`src/rtl/pic_data_bus_buffer_pkg.sv`:
```
// Shared types and sizing helpers for the PIC data bus buffer.
package pic_bus_pkg;

  typedef enum logic [1:0] {
    R_IDLE  = 2'd0,
    R_REQ   = 2'd1,
    R_DRIVE = 2'd2
  } rd_state_t;

  localparam int DEF_DATA_W     = 8;
  localparam int DEF_FIFO_DEPTH = 4;

  // Width able to hold 0..depth inclusive.
  function automatic int cnt_w(input int depth);
    return $clog2(depth + 1);
  endfunction

endpackage

```
`src/rtl/pic_data_bus_buffer_if.sv`:
```
// CPU-pin and control-side signals of the PIC data bus buffer.
interface pic_data_bus_buffer_if import pic_bus_pkg::*; #(
  parameter int DATA_W = DEF_DATA_W
);
  logic [DATA_W-1:0] Ds_IN;
  logic [DATA_W-1:0] Ds_OUT;
  logic              Ds_OE;
  logic              RD_flag;
  logic              WR_flag;
  logic [DATA_W-1:0] Ds_to_Control;
  logic              wr_valid;
  logic              wr_ready;
  logic              RD_flag_control;
  logic [DATA_W-1:0] Ds_from_control;
  logic              rd_valid;
  logic              ovf;
  logic              rd_err;
  logic              err_clr;

  // slave = the buffer itself; master = its environment (CPU pins + control).
  modport slave (
    input  Ds_IN, RD_flag, WR_flag, wr_ready, Ds_from_control, rd_valid, err_clr,
    output Ds_OUT, Ds_OE, Ds_to_Control, wr_valid, RD_flag_control, ovf, rd_err
  );

  modport master (
    output Ds_IN, RD_flag, WR_flag, wr_ready, Ds_from_control, rd_valid, err_clr,
    input  Ds_OUT, Ds_OE, Ds_to_Control, wr_valid, RD_flag_control, ovf, rd_err
  );
endinterface

```
`src/rtl/pic_data_bus_buffer_wr_fifo.sv`:
```
// Small synchronous write FIFO; when empty the head output holds the last popped word.
module bus_wr_fifo import pic_bus_pkg::*; #(
  parameter int DATA_W     = DEF_DATA_W,
  parameter int FIFO_DEPTH = DEF_FIFO_DEPTH,
  localparam int CW        = cnt_w(FIFO_DEPTH),
  localparam int PW        = $clog2(FIFO_DEPTH)
) (
  input  logic              clk,
  input  logic              rst_n,
  input  logic              push,
  input  logic [DATA_W-1:0] din,
  input  logic              pop,
  output logic [DATA_W-1:0] dout,
  output logic              full,
  output logic              empty,
  output logic [CW-1:0]     count
);

  logic [DATA_W-1:0] mem [FIFO_DEPTH];
  logic [PW-1:0]     wr_ptr_q, rd_ptr_q;
  logic [CW-1:0]     count_q;
  logic [DATA_W-1:0] head_q;
  logic              push_ok, pop_ok;

  assign full    = (count_q == CW'(FIFO_DEPTH));
  assign empty   = (count_q == '0);
  assign count   = count_q;
  assign pop_ok  = pop & ~empty;
  // A push into a full FIFO is fine when a pop frees the slot in the same cycle.
  assign push_ok = push & (~full | pop_ok);
  assign dout    = empty ? head_q : mem[rd_ptr_q];

  always_ff @(posedge clk) begin
    if (push_ok) mem[wr_ptr_q] <= din;
  end

  always_ff @(posedge clk or negedge rst_n) begin
    if (!rst_n) begin
      wr_ptr_q <= '0;
      rd_ptr_q <= '0;
      count_q  <= '0;
      head_q   <= '0;
    end else begin
      if (push_ok) wr_ptr_q <= wr_ptr_q + 1'b1;
      if (pop_ok) begin
        rd_ptr_q <= rd_ptr_q + 1'b1;
        head_q   <= mem[rd_ptr_q];
      end
      case ({push_ok, pop_ok})
        2'b10:   count_q <= count_q + 1'b1;
        2'b01:   count_q <= count_q - 1'b1;
        default: count_q <= count_q;
      endcase
    end
  end

endmodule

```
`src/rtl/pic_data_bus_buffer.sv`:
```
// PIC data bus buffer: CPU writes queue into a FIFO for control; CPU reads fetch one word from control.
//   state   | meaning
//   R_IDLE  | no read in progress, waiting for an RD rise
//   R_REQ   | request issued, waiting for rd_valid while RD is held
//   R_DRIVE | returned data driven to the pins until RD falls
module pic_data_bus_buffer import pic_bus_pkg::*; #(
  parameter int DATA_W     = DEF_DATA_W,
  parameter int FIFO_DEPTH = DEF_FIFO_DEPTH
) (
  input logic                  clk,
  input logic                  rst_n,
  pic_data_bus_buffer_if.slave bus
);

  localparam int CW = cnt_w(FIFO_DEPTH);

  rd_state_t         state_q, state_d;
  logic              rd_prev_q, wr_prev_q;
  logic              rd_rise, wr_rise;
  logic              req_q, req_d;
  logic              load_out, rd_err_set;
  logic [DATA_W-1:0] ds_out_q;
  logic              ovf_q, rd_err_q;

  logic              fifo_full, fifo_empty, fifo_push, fifo_pop, ovf_set;
  logic [CW-1:0]     fifo_count;

  assign rd_rise = bus.RD_flag & ~rd_prev_q;
  assign wr_rise = bus.WR_flag & ~wr_prev_q;

  assign fifo_pop  = ~fifo_empty & bus.wr_ready;
  assign fifo_push = wr_rise & ((fifo_count != CW'(FIFO_DEPTH)) | fifo_pop);
  assign ovf_set   = wr_rise & fifo_full & ~fifo_pop;

  bus_wr_fifo #(
    .DATA_W     (DATA_W),
    .FIFO_DEPTH (FIFO_DEPTH)
  ) u_wr_fifo (
    .clk   (clk),
    .rst_n (rst_n),
    .push  (fifo_push),
    .din   (bus.Ds_IN),
    .pop   (fifo_pop),
    .dout  (bus.Ds_to_Control),
    .full  (fifo_full),
    .empty (fifo_empty),
    .count (fifo_count)
  );

  always_ff @(posedge clk or negedge rst_n) begin
    if (!rst_n) begin
      state_q   <= R_IDLE;
      rd_prev_q <= 1'b0;
      wr_prev_q <= 1'b0;
      req_q     <= 1'b0;
      ds_out_q  <= '0;
      ovf_q     <= 1'b0;
      rd_err_q  <= 1'b0;
    end else begin
      state_q   <= state_d;
      rd_prev_q <= bus.RD_flag;
      wr_prev_q <= bus.WR_flag;
      req_q     <= req_d;
      if (load_out) ds_out_q <= bus.Ds_from_control;
      // Set has priority over clear so an error in the clearing cycle is not lost.
      if (ovf_set)          ovf_q <= 1'b1;
      else if (bus.err_clr) ovf_q <= 1'b0;
      if (rd_err_set)       rd_err_q <= 1'b1;
      else if (bus.err_clr) rd_err_q <= 1'b0;
    end
  end

  always_comb begin
    state_d    = state_q;
    req_d      = 1'b0;
    load_out   = 1'b0;
    rd_err_set = 1'b0;
    case (state_q)
      R_IDLE: begin
        if (rd_rise) begin
          state_d = R_REQ;
          req_d   = 1'b1;
        end
      end
      R_REQ: begin
        if (!bus.RD_flag) begin
          state_d    = R_IDLE;
          rd_err_set = 1'b1;
        end else if (bus.rd_valid) begin
          state_d  = R_DRIVE;
          load_out = 1'b1;
        end
      end
      R_DRIVE: begin
        if (!bus.RD_flag) state_d = R_IDLE;
      end
      default: state_d = R_IDLE;
    endcase
  end

  assign bus.Ds_OUT          = ds_out_q;
  assign bus.Ds_OE           = (state_q == R_DRIVE);
  assign bus.RD_flag_control = req_q;
  assign bus.wr_valid        = ~fifo_empty;
  assign bus.ovf             = ovf_q;
  assign bus.rd_err          = rd_err_q;

endmodule

```
`src/flat_wrapper.sv`:
```
// flat-port wrapper written by rule: the top's interface ports become plain ports
module pic_data_bus_buffer_flat import pic_bus_pkg::*;
#(
  parameter int DATA_W     = DEF_DATA_W,
  parameter int FIFO_DEPTH = DEF_FIFO_DEPTH
)
  (clk, rst_n, bus_Ds_IN, bus_RD_flag, bus_WR_flag, bus_wr_ready, bus_Ds_from_control, bus_rd_valid, bus_err_clr, bus_Ds_OUT, bus_Ds_OE, bus_Ds_to_Control, bus_wr_valid, bus_RD_flag_control, bus_ovf, bus_rd_err);
  pic_data_bus_buffer_if #(.DATA_W(DATA_W)) bus_i ();
  input logic clk;
  input logic rst_n;
  input wire logic [$bits(bus_i.Ds_IN)-1:0] bus_Ds_IN;
  input wire logic [$bits(bus_i.RD_flag)-1:0] bus_RD_flag;
  input wire logic [$bits(bus_i.WR_flag)-1:0] bus_WR_flag;
  input wire logic [$bits(bus_i.wr_ready)-1:0] bus_wr_ready;
  input wire logic [$bits(bus_i.Ds_from_control)-1:0] bus_Ds_from_control;
  input wire logic [$bits(bus_i.rd_valid)-1:0] bus_rd_valid;
  input wire logic [$bits(bus_i.err_clr)-1:0] bus_err_clr;
  output wire logic [$bits(bus_i.Ds_OUT)-1:0] bus_Ds_OUT;
  output wire logic [$bits(bus_i.Ds_OE)-1:0] bus_Ds_OE;
  output wire logic [$bits(bus_i.Ds_to_Control)-1:0] bus_Ds_to_Control;
  output wire logic [$bits(bus_i.wr_valid)-1:0] bus_wr_valid;
  output wire logic [$bits(bus_i.RD_flag_control)-1:0] bus_RD_flag_control;
  output wire logic [$bits(bus_i.ovf)-1:0] bus_ovf;
  output wire logic [$bits(bus_i.rd_err)-1:0] bus_rd_err;
  assign bus_i.Ds_IN = bus_Ds_IN;
  assign bus_i.RD_flag = bus_RD_flag;
  assign bus_i.WR_flag = bus_WR_flag;
  assign bus_i.wr_ready = bus_wr_ready;
  assign bus_i.Ds_from_control = bus_Ds_from_control;
  assign bus_i.rd_valid = bus_rd_valid;
  assign bus_i.err_clr = bus_err_clr;
  assign bus_Ds_OUT = bus_i.Ds_OUT;
  assign bus_Ds_OE = bus_i.Ds_OE;
  assign bus_Ds_to_Control = bus_i.Ds_to_Control;
  assign bus_wr_valid = bus_i.wr_valid;
  assign bus_RD_flag_control = bus_i.RD_flag_control;
  assign bus_ovf = bus_i.ovf;
  assign bus_rd_err = bus_i.rd_err;
  pic_data_bus_buffer #(.DATA_W(DATA_W), .FIFO_DEPTH(FIFO_DEPTH)) u_core (.clk(clk), .rst_n(rst_n), .bus(bus_i));
endmodule
```
`config.mk`:
```
export PLATFORM = sky130hd
export DESIGN_NAME = pic_data_bus_buffer_flat
export DESIGN_NICKNAME = d
export VERILOG_FILES = /design/src/rtl/pic_data_bus_buffer_pkg.sv /design/src/rtl/pic_data_bus_buffer_if.sv /design/src/rtl/pic_data_bus_buffer_wr_fifo.sv /design/src/rtl/pic_data_bus_buffer.sv /design/src/flat_wrapper.sv
export SDC_FILE = /design/constraint.sdc
export NUM_CORES = 1
export LEC_CHECK = 0
export ABC_AREA = 1
export CAP_MARGIN = 20
export CORE_MARGIN = 3
export CORE_UTILIZATION = 35
export DETAILED_ROUTE_END_ITERATION = 8
export GPL_TIMING_DRIVEN = 0
export SKIP_LAST_GASP = 1
export SLEW_MARGIN = 10
export SYNTH_ARGS = -nofsm -noshare
export SYNTH_HDL_FRONTEND = slang
export SYNTH_SLANG_ARGS = --single-unit
```
`constraint.sdc`:
```
create_clock -name clk -period 4.3 [get_ports clk]
set_input_delay 0.86 -clock clk [delete_from_list [all_inputs] [get_ports clk]]
set_output_delay 0.86 -clock clk [all_outputs]
set_load 0.1 [all_outputs]
```
==> flow_summary_export.csv, run 1 <==
group,metric,value,unit
outcome,status,"completed",
synthesis,seq_area_frac_synth,62.44,%
detailed_routing,m1WireLength,2.467,mm
floorplanning,die_w,94.50,um
timing,setup_tns,0,ns
cts,cts_buffers,9,
detailed_routing,drcViolationCount,0,
critical_path,r2r_cells,9,
cts,post-cts-setup-buffers,0,
critical_path,arrival,2.57,ns
global_routing,grt_pass1_vias,1808,
timing,slew_headroom,34.22,%
cells_and_area,areaGrowthSynthToFinish,28.66,%
cells_and_area,design_area,3527,um2
timing,finClkSkew,0.005483,ns
cts,htreeDepth,3,
cts,cts-resized-gates,0,
timing,fin_crit_sh,79.86,%
critical_path,cp-end-kind,"output port",
floorplanning,ioPinCount,44,
timing,setup_viol,0,
detailed_routing,post_drt_wl_per_cell,13.32,um
detailed_routing,vias,1868,
timing,period_needed,3.434,ns
hold_path,hold_class,"reg -> reg",
synthesis,ys_ff_latch,62,
critical_path,critPathKind,"reg -> out",
floorplanning,core-area,7408,um2
floorplanning,initial_utilization,37.00,%
timing,drv_slew,0,
synthesis,synth_cell_type_count,26,
critical_path,crit_start,"u_core.u_wr_fifo.count[1]$_DFFE_PN0P_",
cells_and_area,antenna_cells,0,
timing,final-hold-violation-count,0,
cells_and_area,fin_nets,342,
detailed_routing,first_pass_iters,4,
global_routing,grt_max_degree,31,
synthesis,synth_area,2741,um2
floorplanning,fp.dieH,94.50,um
critical_path,worst_r2r_startpoint,"u_core.u_wr_fifo.count[1]$_DFFE_PN0P_",
detailed_routing,wl,5.556,mm
floorplanning,die-area,8930,um2
global_routing,grt_antenna_before_repair,0,
critical_path,crit_path_end,"bus_Ds_to_Control[1]",
cts,clk_path_buf_depth,2,
detailed_routing,dr_wl_met2,2.608,mm
global_routing,overflow,0,
placement,numPortBuffers,43,
critical_path,reg2reg_to,"u_core.u_wr_fifo.count[2]$_DFFE_PN0P_",
cts,clk_pin_slew,0.07,ns
global_routing,grt_first_pass_wirelength,9.073,mm
critical_path,critPathRequiredTime,3.44,ns
cells_and_area,drive_above_1_share,13.21,%
synthesis,synth_fp_nets,288,
synthesis,ys_warn_count,0,
critical_path,crit_fanout,10,
placement,hpwl,3.691,mm
synthesis,syn_inst,259,
cts,cts_root_buffer,"clkbuf_8",
detailed_routing,ant_nets,0,
detailed_routing,first_iter_violations,93,
timing,rsz0062_at_grt,"false",
timing,fmax,291.2,MHz
placement,dpl_cell_area,3291,um2
run,cap_violations,0,
detailed_routing,wl_met3,353,um
floorplanning,rows,31,
cts,cts-hold-fix-buffers,0,
timing,holdWs,0.4817,ns
cts,tritoncts,"built",
global_routing,gr-usage-all-layers,13.80,%
placement,gp_congestion,0.7722,
timing,worstMarginPinSlew,0.9836,ns
detailed_routing,vias_per_cell,4.480,
cts,cts.sinks,62,
cts,clock_latency,0.34,ns
critical_path,reg2reg_slack,2.33,ns
detailed_routing,top_layer_used,"met4",
critical_path,startpoint_type,"flip-flop",
synthesis,syn_avg_cell_area,10.58,um2
## metrics by stage
stage	util (%)	setup WS (ns)	std cells
global placement	44.49	1.243	401
CTS	47.61	0.8574	417
detailed placement	44.42	1.234	401
global route	47.61	0.7510	417
floorplan	-	1.728	259
finish	47.61	0.8659	417
## cell usage after synthesis (all sizes together)
| library cell | number | area share (%) |
|---|---|---|
| dfrtp | 30 | 27 |
| nand2 | 88 | 13 |
| xor2 | 2 | 0.64 |
| fa | 1 | 0.73 |
| o21ai | 12 | 3.4 |
| nor2 | 9 | 1.8 |
| or2 | 1 | 0.23 |
| a21oi | 1 | 0.59 |
| inv | 29 | 4.2 |
| xnor2 | 2 | 0.64 |
| nand3 | 37 | 7.2 |
| clkinv | 1 | 0.32 |
| nand4 | 1 | 0.23 |
| edfxtp | 32 | 35 |
| o22ai | 1 | 0.23 |
| buf | 7 | 2.5 |
| ha | 5 | 2.3 |
## sequential cells by signal (all words and copies together) (netlist names), 2 cells and up
name	cells
u_core.u_wr_fifo.head_q	8
u_core.u_wr_fifo.wr_ptr_q	2
u_core.u_wr_fifo.count	3
u_core.bus.Ds_OUT	8
u_core.u_wr_fifo.rd_ptr_q	2
u_core.state_q	2
u_core.u_wr_fifo.mem	32
## worst min path at each step
stage | start | end | slack [ns] | cells past startpoint
2_1_floorplan | u_core.u_wr_fifo.head_q[0]$_DFFE_PN0P_ | u_core.u_wr_fifo.head_q[0]$_DFFE_PN0P_ | 0.45 | 2
3_3_place_gp | u_core.bus.Ds_OUT[2]$_DFFE_PN0P_ | u_core.bus.Ds_OUT[2]$_DFFE_PN0P_ | 0.46 | 2
3_5_place_dp | u_core.u_wr_fifo.head_q[0]$_DFFE_PN0P_ | u_core.u_wr_fifo.head_q[0]$_DFFE_PN0P_ | 0.47 | 2
4_1_cts | u_core.u_wr_fifo.head_q[0]$_DFFE_PN0P_ | u_core.u_wr_fifo.head_q[0]$_DFFE_PN0P_ | 0.48 | 2
5_1_grt | u_core.u_wr_fifo.head_q[1]$_DFFE_PN0P_ | u_core.u_wr_fifo.head_q[1]$_DFFE_PN0P_ | 0.49 | 2
6_report | u_core.bus.Ds_OUT[3]$_DFFE_PN0P_ | u_core.bus.Ds_OUT[3]$_DFFE_PN0P_ | 0.48 | 2
## critical path, stage by stage, from the launching register on
cell and delay, ns:
dfrtp_1 0.43, nor2_4 0.18, nand2_2 0.09, buf_6 0.16, clkinv_4 0.09, nand2_1 0.06
nand2_1 0.08, clkdlybuf4s50_1 1.13
## kinds of logic after synthesis
kind of cell,share of synthesized area (%)
xor+xnor,1.278
flops,62.44
simple gates,22.05
fa+ha+maj,3.012
buf+inv,6.983
compound gates,4.245
## area by class of cell
class / instances / area (um2)
multi-input cells: 160 / 838.3
clock buffers: 9 / 123.9
inverters: 30 / 122.6
fillers: 676 / 3881
well taps: 99 / 123.9
plain buffers: 7 / 68.82
clock inverters: 7 / 112.6
flip-flops and latches: 62 / 1712
repair buffers: 43 / 425.4
## metal layers
layer  vias up  global-route usage [%]
li1        947                       -
met2        56                   21.63
met4         0                   7.091
met3        12                   4.382
met5         -                       0
met1       853                   17.09
## layout by cell type (no fill, tap or decap), types with 5 or more instances in the layout
master / netlist / routed
nand2_1: 84 / 84
buf_6: 5 / 5
o21ai_2: 9 / 9
ha_1: 5 / 5
inv_1: 27 / 27
clkbuf_8: 0 / 9
nand3_1: 36 / 36
nor2_1: 7 / 7
clkdlybuf4s50_1: 0 / 42
dfrtp_1: 30 / 30
edfxtp_1: 32 / 32
Power of run 1 is left out: the tool's default activity adds up to more than one toggle a clock period on the data nets, which glitch-free logic cannot reach.
==> run 2, diff against run 1 <==
clock period = 3.3 ns   (was 4.3 ns; I/O delays follow)
==> run 2 against run 1 <==
Sequential cell count stayed put. Via count hardly changed. Design area is 0.50% higher. Utilization is 0.24 points higher. Register-to-register slack worse by 0.99 ns. Non-clock buffer count stayed put. Cell count stayed put. Die area stayed put. Wire length is 0.14% lower. Global-route usage stayed put. Clock skew hardly changed. Worst hold slack worse by 0.13 ns. Critical path type unchanged. Critical endpoint is now bus_Ds_to_Control[3].
==> flow_summary_export.csv, run 2 (synthesized netlist as in run 1, its figures left out) <==
group,metric,value,unit
global_routing,overflow,0,
cells_and_area,regMostFlops,"u_core.u_wr_fifo.mem",
cts,clk_path_buf_depth,2,
placement,numPortBuffers,43,
critical_path,crit_fanout,10,
global_routing,grt_max_degree,31,
floorplanning,rows,31,
cts,cts.sinks,62,
detailed_routing,drcViolationCount,0,
placement,gp_congestion,0.7722,
critical_path,cp_num_cells,7,
detailed_routing,vias,1869,
cts,cts_buffers,9,
critical_path,crit_path_frequent_cell,"nand2_1",
placement,hpwl,3.691,mm
placement,place_inst,401,
global_routing,grt_first_pass_wirelength,9.073,mm
detailed_routing,wl,5.548,mm
run,cap_violations,0,
floorplanning,fp.dieH,94.50,um
timing,worstMarginPinSlew,0.9805,ns
outcome,status,"completed",
timing,final-hold-violation-count,0,
global_routing,gr-usage-met1,17.09,%
global_routing,grtUsageMet3,4.382,%
floorplanning,core-area,7408,um2
detailed_routing,vias_per_cell,4.482,
cells_and_area,antenna_cells,0,
detailed_routing,ant_nets,0,
global_routing,grt_pass1_vias,1808,
critical_path,cp_num_buf_inv,3,
timing,fin_crit_sh,96.90,%
cts,clock_latency,0.34,ns
timing,period_needed,3.198,ns
critical_path,crit_path_max_incr_delay,1.13,ns
timing,holdWs,0.3501,ns
critical_path,cpMaxStageDelayCell,"clkdlybuf4s50_1",
detailed_routing,first_iter_violations,95,
global_routing,grt_antenna_before_repair,0,
timing,setup_viol,0,
cells_and_area,fin_nets,342,
timing,fmax,312.7,MHz
timing,slew_headroom,34.53,%
critical_path,arrival,2.54,ns
cells_and_area,drive_above_1_share,13.21,%
critical_path,cp_top_family,"buffers and inverters",
critical_path,r2r_cells,9,
cells_and_area,final_common_cell,"nand2_1",
global_routing,use_met2,21.63,%
global_routing,gr-usage-all-layers,13.80,%
cells_and_area,fin_cells,417,
floorplanning,die-area,8930,um2
floorplanning,ioPinCount,44,
global_routing,grt_most_used_layer,"met2",
cts,cts-hold-fix-buffers,0,
cts,clk_pin_slew,0.07,ns
timing,drv_slew,0,
cts,htreeDepth,3,
cells_and_area,areaGrowthSynthToFinish,29.30,%
timing,setup_tns,0,ns
critical_path,cp-end-kind,"output port",
cells_and_area,largest_reg_flops,32,
detailed_routing,post_drt_wl_per_cell,13.30,um
timing,rsz0062_at_grt,"false",
cells_and_area,final_cell_mix,"84 x nand2_1, 36 x nand3_1, 35 x clkdlybuf4s50_1",
cts,cts_root_buffer,"clkbuf_8",
cts,tritoncts,"built",
timing,finClkSkew,0.005528,ns
floorplanning,initial_utilization,37.00,%
hold_path,hold_class,"in -> async",
detailed_routing,first_pass_iters,4,
cells_and_area,fin_util,47.85,%
critical_path,critPathRequiredTime,2.64,ns
critical_path,startpoint_type,"flip-flop",
critical_path,critPathKind,"reg -> out",
critical_path,crit_chain,"nor2_4 > nand2_2 > buf_6 > clkinv_4 > nand2_1 > nand2_1 > clkdlybuf4s50_1",
floorplanning,die_w,94.50,um
## run 2: cell type report
cell class / count / area, um2
Sequential cell: 62 / 1712
Multi-Input combinational cell: 160 / 838.3
Timing Repair Buffer: 43 / 442.9
Clock buffer: 9 / 123.9
Clock inverter: 7 / 112.6
Inverter: 30 / 122.6
Tap cell: 99 / 123.9
Fill cell: 675 / 3864
Buffer: 7 / 68.82
## run 2: path summary, 6_finish.rpt
check / startpoint / to / slack (ns)
worst max register to register: u_core.u_wr_fifo.count[1]$_DFFE_PN0P_ / u_core.u_wr_fifo.count[2]$_DFFE_PN0P_ / 1.34
max in group asynchronous: rst_n / u_core.u_wr_fifo.head_q[2]$_DFFE_PN0P_ / 2.51
worst min-delay path: rst_n / u_core.state_q[0]$_DFFE_PN0P_ / 0.35
worst max-delay path: u_core.u_wr_fifo.count[1]$_DFFE_PN0P_ / bus_Ds_to_Control[3] / 0.10
worst min register to register: u_core.bus.Ds_OUT[3]$_DFFE_PN0P_ / u_core.bus.Ds_OUT[3]$_DFFE_PN0P_ / 0.48
min in group clk: u_core.bus.Ds_OUT[3]$_DFFE_PN0P_ / u_core.bus.Ds_OUT[3]$_DFFE_PN0P_ / 0.48
## run 2: timing repair
item | CTS | global route
buffers inserted | 0 | 0
resized for setup | 0 | 7
endpoints found under the setup margin | 0 | 7
## run 2: worst reg2reg max path: cells and delay by family (launching register included)
kind                       cells  cell delay [ns]
xor gates and xnor gates       1             0.15
buffers and inverters          1             0.06
adders and majority gates      2             0.55
and+or+nand+nor                5             0.66
DFF                            1             0.43
## run 2: per-stage QoR
step / cell area [um2] / worst slack [ns]
final: 3545 / 0.1022
after global routing: 3545 / 0.001190
after CTS: 3527 / 0.05738
after detailed placement: 3291 / 0.4336
after global placement: 3296 / 0.4426
after floorplan: 2741 / 0.9278
## run 2: routing by layer
layer | routed length, um | share of wire, %
met2 | 2601 | 47
met3 | 361 | 6.5
met5 | 0 | 0
met4 | 125 | 2.3
met1 | 2459 | 44
Power of run 2 is left out for the same reason.
